File: src/rtl/port_ingress_framer.sv
// Per-port ingress framer: validates sop/eop/vld beats, admits or drops whole packets, and closes bad packets with an error-eop word.
// Latency: one cycle from input beat to fifo_wr_en/fifo_din; at most one FIFO write per cycle.
// Backpressure: no ready to the port; fifo_almost_full drops packets at sop, or defers the closing word until the FIFO has room.
// Optional build macro PORT_FRAMER_STATS_EN: when defined, pkt_cnt/drop_cnt/err_cnt are real saturating counters, otherwise tied to 0.
module port_ingress_framer #(
  parameter int DATA_WIDTH = 64,
  parameter int MAX_LEN    = 256,
  parameter int LEN_W      = 9
) (
  input  logic                  clk,
  input  logic                  srst,
  input  logic                  wr_sop,
  input  logic                  wr_eop,
  input  logic                  wr_vld,
  input  logic [DATA_WIDTH-1:0] wr_data,
  input  logic                  fifo_almost_full,
  output logic                  fifo_wr_en,
  output logic [DATA_WIDTH+2:0] fifo_din,
  output logic                  err_pulse,
  output logic [15:0]           pkt_cnt,
  output logic [15:0]           drop_cnt,
  output logic [15:0]           err_cnt
);

  // IDLE: between packets. PKT: admitted packet open in the FIFO.
  // CLOSE: closing error word owed, waiting for FIFO room. DROP: discarding until eop.
  typedef enum logic [1:0] {
    IDLE  = 2'd0,
    PKT   = 2'd1,
    CLOSE = 2'd2,
    DROP  = 2'd3
  } state_t;

  localparam logic [LEN_W-1:0]      MAX_LEN_L  = LEN_W'(MAX_LEN);
  localparam logic [DATA_WIDTH+2:0] CLOSE_WORD = {3'b101, {DATA_WIDTH{1'b0}}};

  state_t                  state;
  state_t                  state_nxt;
  logic [LEN_W-1:0]        len;
  logic [LEN_W-1:0]        len_nxt;
  logic                    eop_seen;
  logic                    eop_seen_nxt;
  logic                    wr_nxt;
  logic [DATA_WIDTH+2:0]   din_nxt;
  logic                    inc_pkt;
  logic                    inc_drop;
  logic                    inc_err;

  // Next-state and write decision from the current beat and the FIFO status.
  always_comb begin
    state_nxt    = state;
    len_nxt      = len;
    eop_seen_nxt = eop_seen;
    wr_nxt       = 1'b0;
    din_nxt      = '0;
    inc_pkt      = 1'b0;
    inc_drop     = 1'b0;
    inc_err      = 1'b0;
    case (state)
      IDLE, DROP: begin
        if (wr_vld && wr_sop) begin
          // A sop always resynchronises, even while discarding.
          if (fifo_almost_full) begin
            inc_drop  = 1'b1;
            state_nxt = wr_eop ? IDLE : DROP;
          end else begin
            wr_nxt  = 1'b1;
            din_nxt = {1'b0, 1'b1, wr_eop, wr_data};
            len_nxt = LEN_W'(1);
            if (wr_eop) begin
              inc_pkt   = 1'b1;
              state_nxt = IDLE;
            end else begin
              state_nxt = PKT;
            end
          end
        end else if (wr_vld) begin
          if (state == IDLE) begin
            // Beat outside any packet.
            inc_err = 1'b1;
          end else if (wr_eop) begin
            state_nxt = IDLE;
          end
        end
      end
      PKT: begin
        if (wr_vld) begin
          if (wr_sop) begin
            // Missing eop: close the open packet and drop the new one.
            inc_err  = 1'b1;
            inc_drop = 1'b1;
            if (fifo_almost_full) begin
              eop_seen_nxt = wr_eop;
              state_nxt    = CLOSE;
            end else begin
              wr_nxt    = 1'b1;
              din_nxt   = CLOSE_WORD;
              state_nxt = wr_eop ? IDLE : DROP;
            end
          end else if (fifo_almost_full) begin
            // No room mid-packet: truncate and owe a closing word.
            inc_err      = 1'b1;
            eop_seen_nxt = wr_eop;
            state_nxt    = CLOSE;
          end else if (len == MAX_LEN_L) begin
            // Over-length: this beat becomes the error-eop word.
            wr_nxt    = 1'b1;
            din_nxt   = {1'b1, 1'b0, 1'b1, wr_data};
            inc_err   = 1'b1;
            state_nxt = wr_eop ? IDLE : DROP;
          end else begin
            wr_nxt  = 1'b1;
            din_nxt = {1'b0, 1'b0, wr_eop, wr_data};
            len_nxt = len + 1'b1;
            if (wr_eop) begin
              inc_pkt   = 1'b1;
              state_nxt = IDLE;
            end
          end
        end
      end
      CLOSE: begin
        // Input beats are discarded here; only their eop is remembered.
        if (!fifo_almost_full) begin
          wr_nxt       = 1'b1;
          din_nxt      = CLOSE_WORD;
          eop_seen_nxt = 1'b0;
          state_nxt    = (eop_seen || (wr_vld && wr_eop)) ? IDLE : DROP;
        end else begin
          eop_seen_nxt = eop_seen | (wr_vld & wr_eop);
        end
      end
      default: begin
        state_nxt = IDLE;
      end
    endcase
  end

  // State, length tracking and registered FIFO-side outputs.
  always_ff @(posedge clk) begin
    if (srst) begin
      state      <= IDLE;
      len        <= '0;
      eop_seen   <= 1'b0;
      fifo_wr_en <= 1'b0;
      fifo_din   <= '0;
      err_pulse  <= 1'b0;
    end else begin
      state      <= state_nxt;
      len        <= len_nxt;
      eop_seen   <= eop_seen_nxt;
      fifo_wr_en <= wr_nxt;
      err_pulse  <= inc_err | inc_drop;
      if (wr_nxt) begin
        fifo_din <= din_nxt;
      end
    end
  end

`ifdef PORT_FRAMER_STATS_EN
  logic [15:0] pkt_q;
  logic [15:0] drop_q;
  logic [15:0] err_q;

  // Saturating statistics counters, updated alongside err_pulse.
  always_ff @(posedge clk) begin
    if (srst) begin
      pkt_q  <= '0;
      drop_q <= '0;
      err_q  <= '0;
    end else begin
      if (inc_pkt && (pkt_q != 16'hFFFF)) begin
        pkt_q <= pkt_q + 16'd1;
      end
      if (inc_drop && (drop_q != 16'hFFFF)) begin
        drop_q <= drop_q + 16'd1;
      end
      if (inc_err && (err_q != 16'hFFFF)) begin
        err_q <= err_q + 16'd1;
      end
    end
  end

  assign pkt_cnt  = pkt_q;
  assign drop_cnt = drop_q;
  assign err_cnt  = err_q;
`else
  // Statistics not built; the clean-eop event has no other consumer.
  logic unused_stats;
  assign unused_stats = inc_pkt;
  assign pkt_cnt  = '0;
  assign drop_cnt = '0;
  assign err_cnt  = '0;
`endif

endmodule
File: config.mk
export PLATFORM = sky130hd
export DESIGN_NAME = port_ingress_framer
export DESIGN_NICKNAME = d
export VERILOG_FILES = /design/src/rtl/port_ingress_framer.sv
export SDC_FILE = /design/constraint.sdc
export NUM_CORES = 1
export LEC_CHECK = 0
export ABC_CLOCK_PERIOD_IN_PS = 4950
export BUFFER_PORTS_ARGS = -buffer_cell sky130_fd_sc_hd__buf_4
export CAP_MARGIN = 20
export CORE_MARGIN = 5
export CORE_UTILIZATION = 48
export DETAILED_ROUTE_END_ITERATION = 8
export GPL_ROUTABILITY_DRIVEN = 0
export GPL_TIMING_DRIVEN = 0
export HOLD_SLACK_MARGIN = 0.15
export PLACE_DENSITY = 0.81
export SYNTH_ARGS = -nofsm -noshare
export SYNTH_HDL_FRONTEND = slang
export SYNTH_SLANG_ARGS = --single-unit
File: constraint.sdc
create_clock -name clk -period 4.95 [get_ports clk]
set_clock_uncertainty 0.1 [all_clocks]
set_input_delay 0.2475 -clock clk [delete_from_list [all_inputs] [get_ports clk]]
set_output_delay 0.2475 -clock clk [all_outputs]
set_load 0.005 [all_outputs]
==> results_dict.tcl <==
set metrics [dict create \
    ys_seq_elements 81 \
    crit_buf_inv 3 \
    fin_crit_ns 2.49 \
    numCtsBuffers 9 \
    drc 0 \
    hold_path_depth 4 \
    hold_violations 0 \
    fin_area_um2 5660 \
    overflow 0 \
    port_buffers 136 \
    viasPerCell 5.05 \
    critPathArrivalTime_ns 2.68 \
    hold_class "input pin to register" \
    post_cts_resized 0 \
    seq_area_frac_synth 0.460 \
    wl_per_cell_um 16.6 \
    synth_edf_count 0 \
    clock.fmax_mhz 402 \
    ys_warn_count 0 \
    slowest_stage "dfxtp_1" \
    avgSynthCellArea_um2 8.97 \
    drt_pass1_iterations 5 \
    first_iter_violations 245 \
    timing.rr.end "fifo_din[9]" \
    die_area_um2 9160 \
    grt_pass1_wl_um 18900 \
    cts-root-buf "clkbuf_8" \
    placed_cells 675 \
    min_to "len[1]" \
    cp_common_cell "buf_2" \
    path_cells "inv_1 -> ha_1 -> buf_2 -> nand2b_1 -> o21a_1 -> nor2_2 -> buf_2 -> a22oi_1 -> nor2_1" \
    grt_max_degree 14 \
    hpwl_um 7510 \
    setup_viol 0 \
    slew-limit-headroom 0.613 \
    synthDominantCellAreaShare 0.460 \
    grt_antenna_before_repair 1 \
    final_cells 756 \
    clock_latency_ns 0.35 \
    cts_tree "yes" \
    start_util 0.489 \
    cap_violations 0 \
    tns_ns 0 \
    async_flop_share 0 \
    grt_pass1_vias 3805 \
    final_max_slew_viol_count 0 \
    vias 3821 \
    htree_levels 3 \
    core_um2 7210 \
    synth_flop_cell "dfxtp_1" \
    critPathTopFamily "simple AND/OR/NAND/NOR gates" \
    ys_top_cells_by_count "nor2_1, dfxtp_1, a22oi_1" \
    critPathLaunchType "register" \
    grt_setup_unrepaired "no" \
    status "complete, no violations" \
    clk_pin_slew_ns 0.09 \
    crit_required_ns 5.14 \
    grt_use_total 0.269 \
    worstMarginPinSlew_ns 0.580 \
    std_cell_rows 31 \
    fill_cells 458 \
    cts_max_path_buffers 2 \
    regToRegSetupSlack_ns 2.46 \
    min_from "wr_sop" \
    hold_slack_ns 0.311 \
    period_share 0.503 \
    placed_area_um2 4850 \
    multi_input_area_um2 1580 \
    cp-end-kind "register" \
    netlist_area_um2 3520 \
    die_h_um 95.7 \
    path_max_fanout 10 \
    wirelength_um 12500 \
    fp.dieW_um 95.7 \
    drive_gt1_frac 0.329 \
    worstReg2RegStart "state[0]" \
    power.leakage_uw 0.00263 \
    cts.sinks 81 \
    ant_nets 0 \
    synth.most_common_cell "nor2_1" \
    nNetsFinal 728 \
    crit_type "register to register" \
    ir_worst_vdd_uv 163 \
    ys_top_cells_by_area "dfxtp_1, a22oi_1, buf_4" \
    ys_types 46 \
    seqCellArea_um2 1620 \
    powerDensity_nw_per_um2 244 \
    utilization 0.784 \
    area_growth_pct 60.6 \
    reg2regPathDepth 9 \
    yosys.area.top_type "dfxtp_1" \
    max_stage_delay_ns 0.41 \
    synthCells 393 \
    ios 187 \
]
==> final cells by class <==
class | instances | area share
timing repair buffer | 201 | 0.295
sequential | 81 | 0.287
multi-input combinational | 279 | 0.279
buffer | 75 | 0.0849
clock buffer | 10 | 0.0226
tap | 99 | 0.0219
clock inverter | 5 | 0.00575
inverter | 5 | 0.00332
antenna | 1 | 0.000442
==> cells by family (layout without fill, tap and decap cells) <==
logic type,count (synthesis),count (layout),synth area share
DFF,81,81,0.460
buffers and inverters,80,296,0.142
muxes,2,2,0.00568
and+or+nand+nor,122,122,0.157
AOI/OAI and AO/OA,95,95,0.198
adders and majority gates,6,6,0.0213
xor gates and xnor gates,6,6,0.0149
other,1,49,0.00106
==> routing by layer <==
| layer | wire, um | vias to the layer above | part of all wire | global-route usage |
|---|---|---|---|---|
| met3 | 1350 | 49 | 0.11 | 0.103 |
| met5 | 0 | - | 0 | 0 |
| li1 | - | 1783 | - | - |
| met4 | 537 | 0 | 0.043 | 0.124 |
| met1 | 4500 | 1765 | 0.36 | 0.300 |
| met2 | 6130 | 224 | 0.49 | 0.453 |
==> where the power goes <==
part | internal, uW | total, uW | leakage, uW | switching, uW
Combinational | 148 | 263 | 0.00188 | 115
Sequential | 673 | 688 | 0.000657 | 14.8
Clock | 180 | 428 | 0.0000863 | 248
Total | 1000 | 1380 | 0.00263 | 377
==> registers in the layout (all words and copies together), names as in the netlist <==
register,flops
fifo_din,67
len,9
state,2
eop_seen,1
err_pulse,1
fifo_wr_en,1
==> what timing repair did <==
| item | CTS | global route |
|---|---|---|
| setup buffers | 0 | 0 |
| hold buffers | 65 | 0 |
| hold endpoints to repair | 65 | 0 |
==> cell usage in the layout, fill, tap and decap left out, drive strengths merged, types with 2 or more instances in the layout <==
master,n
a21oi,11
dfxtp,81
nor2,83
inv,6
nor3b,2
a22oi,64
nor2b,3
or3,2
dlygate4sd3,65
mux2i,2
xor2,3
nor3,7
nand2b,4
clkbuf,26
buf,195
o211ai,2
a2111oi,2
conb,48
o21ai,6
nor4b,3
clkinv,4
nand2,12
xnor2,3
ha,6
==> through the flow <==
stage / power (uW) / setup WS (ns)
floorplan: 813 / 3.00
global placement: 902 / 2.69
detailed placement: 909 / 2.61
CTS: 1360 / 2.58
global route: 1430 / 2.38
finish: 1380 / 2.46
==> worst max-delay path by stage <==
stage	startpoint	endpoint	slack [ns]	depth (start not counted)
2_1_floorplan	state[0]	fifo_din[0]	3.00	9
5_1_grt	state[0]	fifo_din[17]	2.38	9
3_5_place_dp	state[0]	fifo_din[12]	2.61	9
6_report	state[0]	fifo_din[9]	2.46	9
3_3_place_gp	state[0]	fifo_din[0]	2.69	9
4_1_cts	state[0]	fifo_din[12]	2.58	9
==> worst register-to-register path, delay by kind of cell, from the launching register on <==
kind | cells | cell delay (ns)
compound gates | 2 | 0.29
fa+ha+maj | 1 | 0.31
buf+inv | 3 | 0.61
flops | 1 | 0.41
simple gates | 3 | 0.69
No activity file was read; power rests on OpenSTA's default activity.
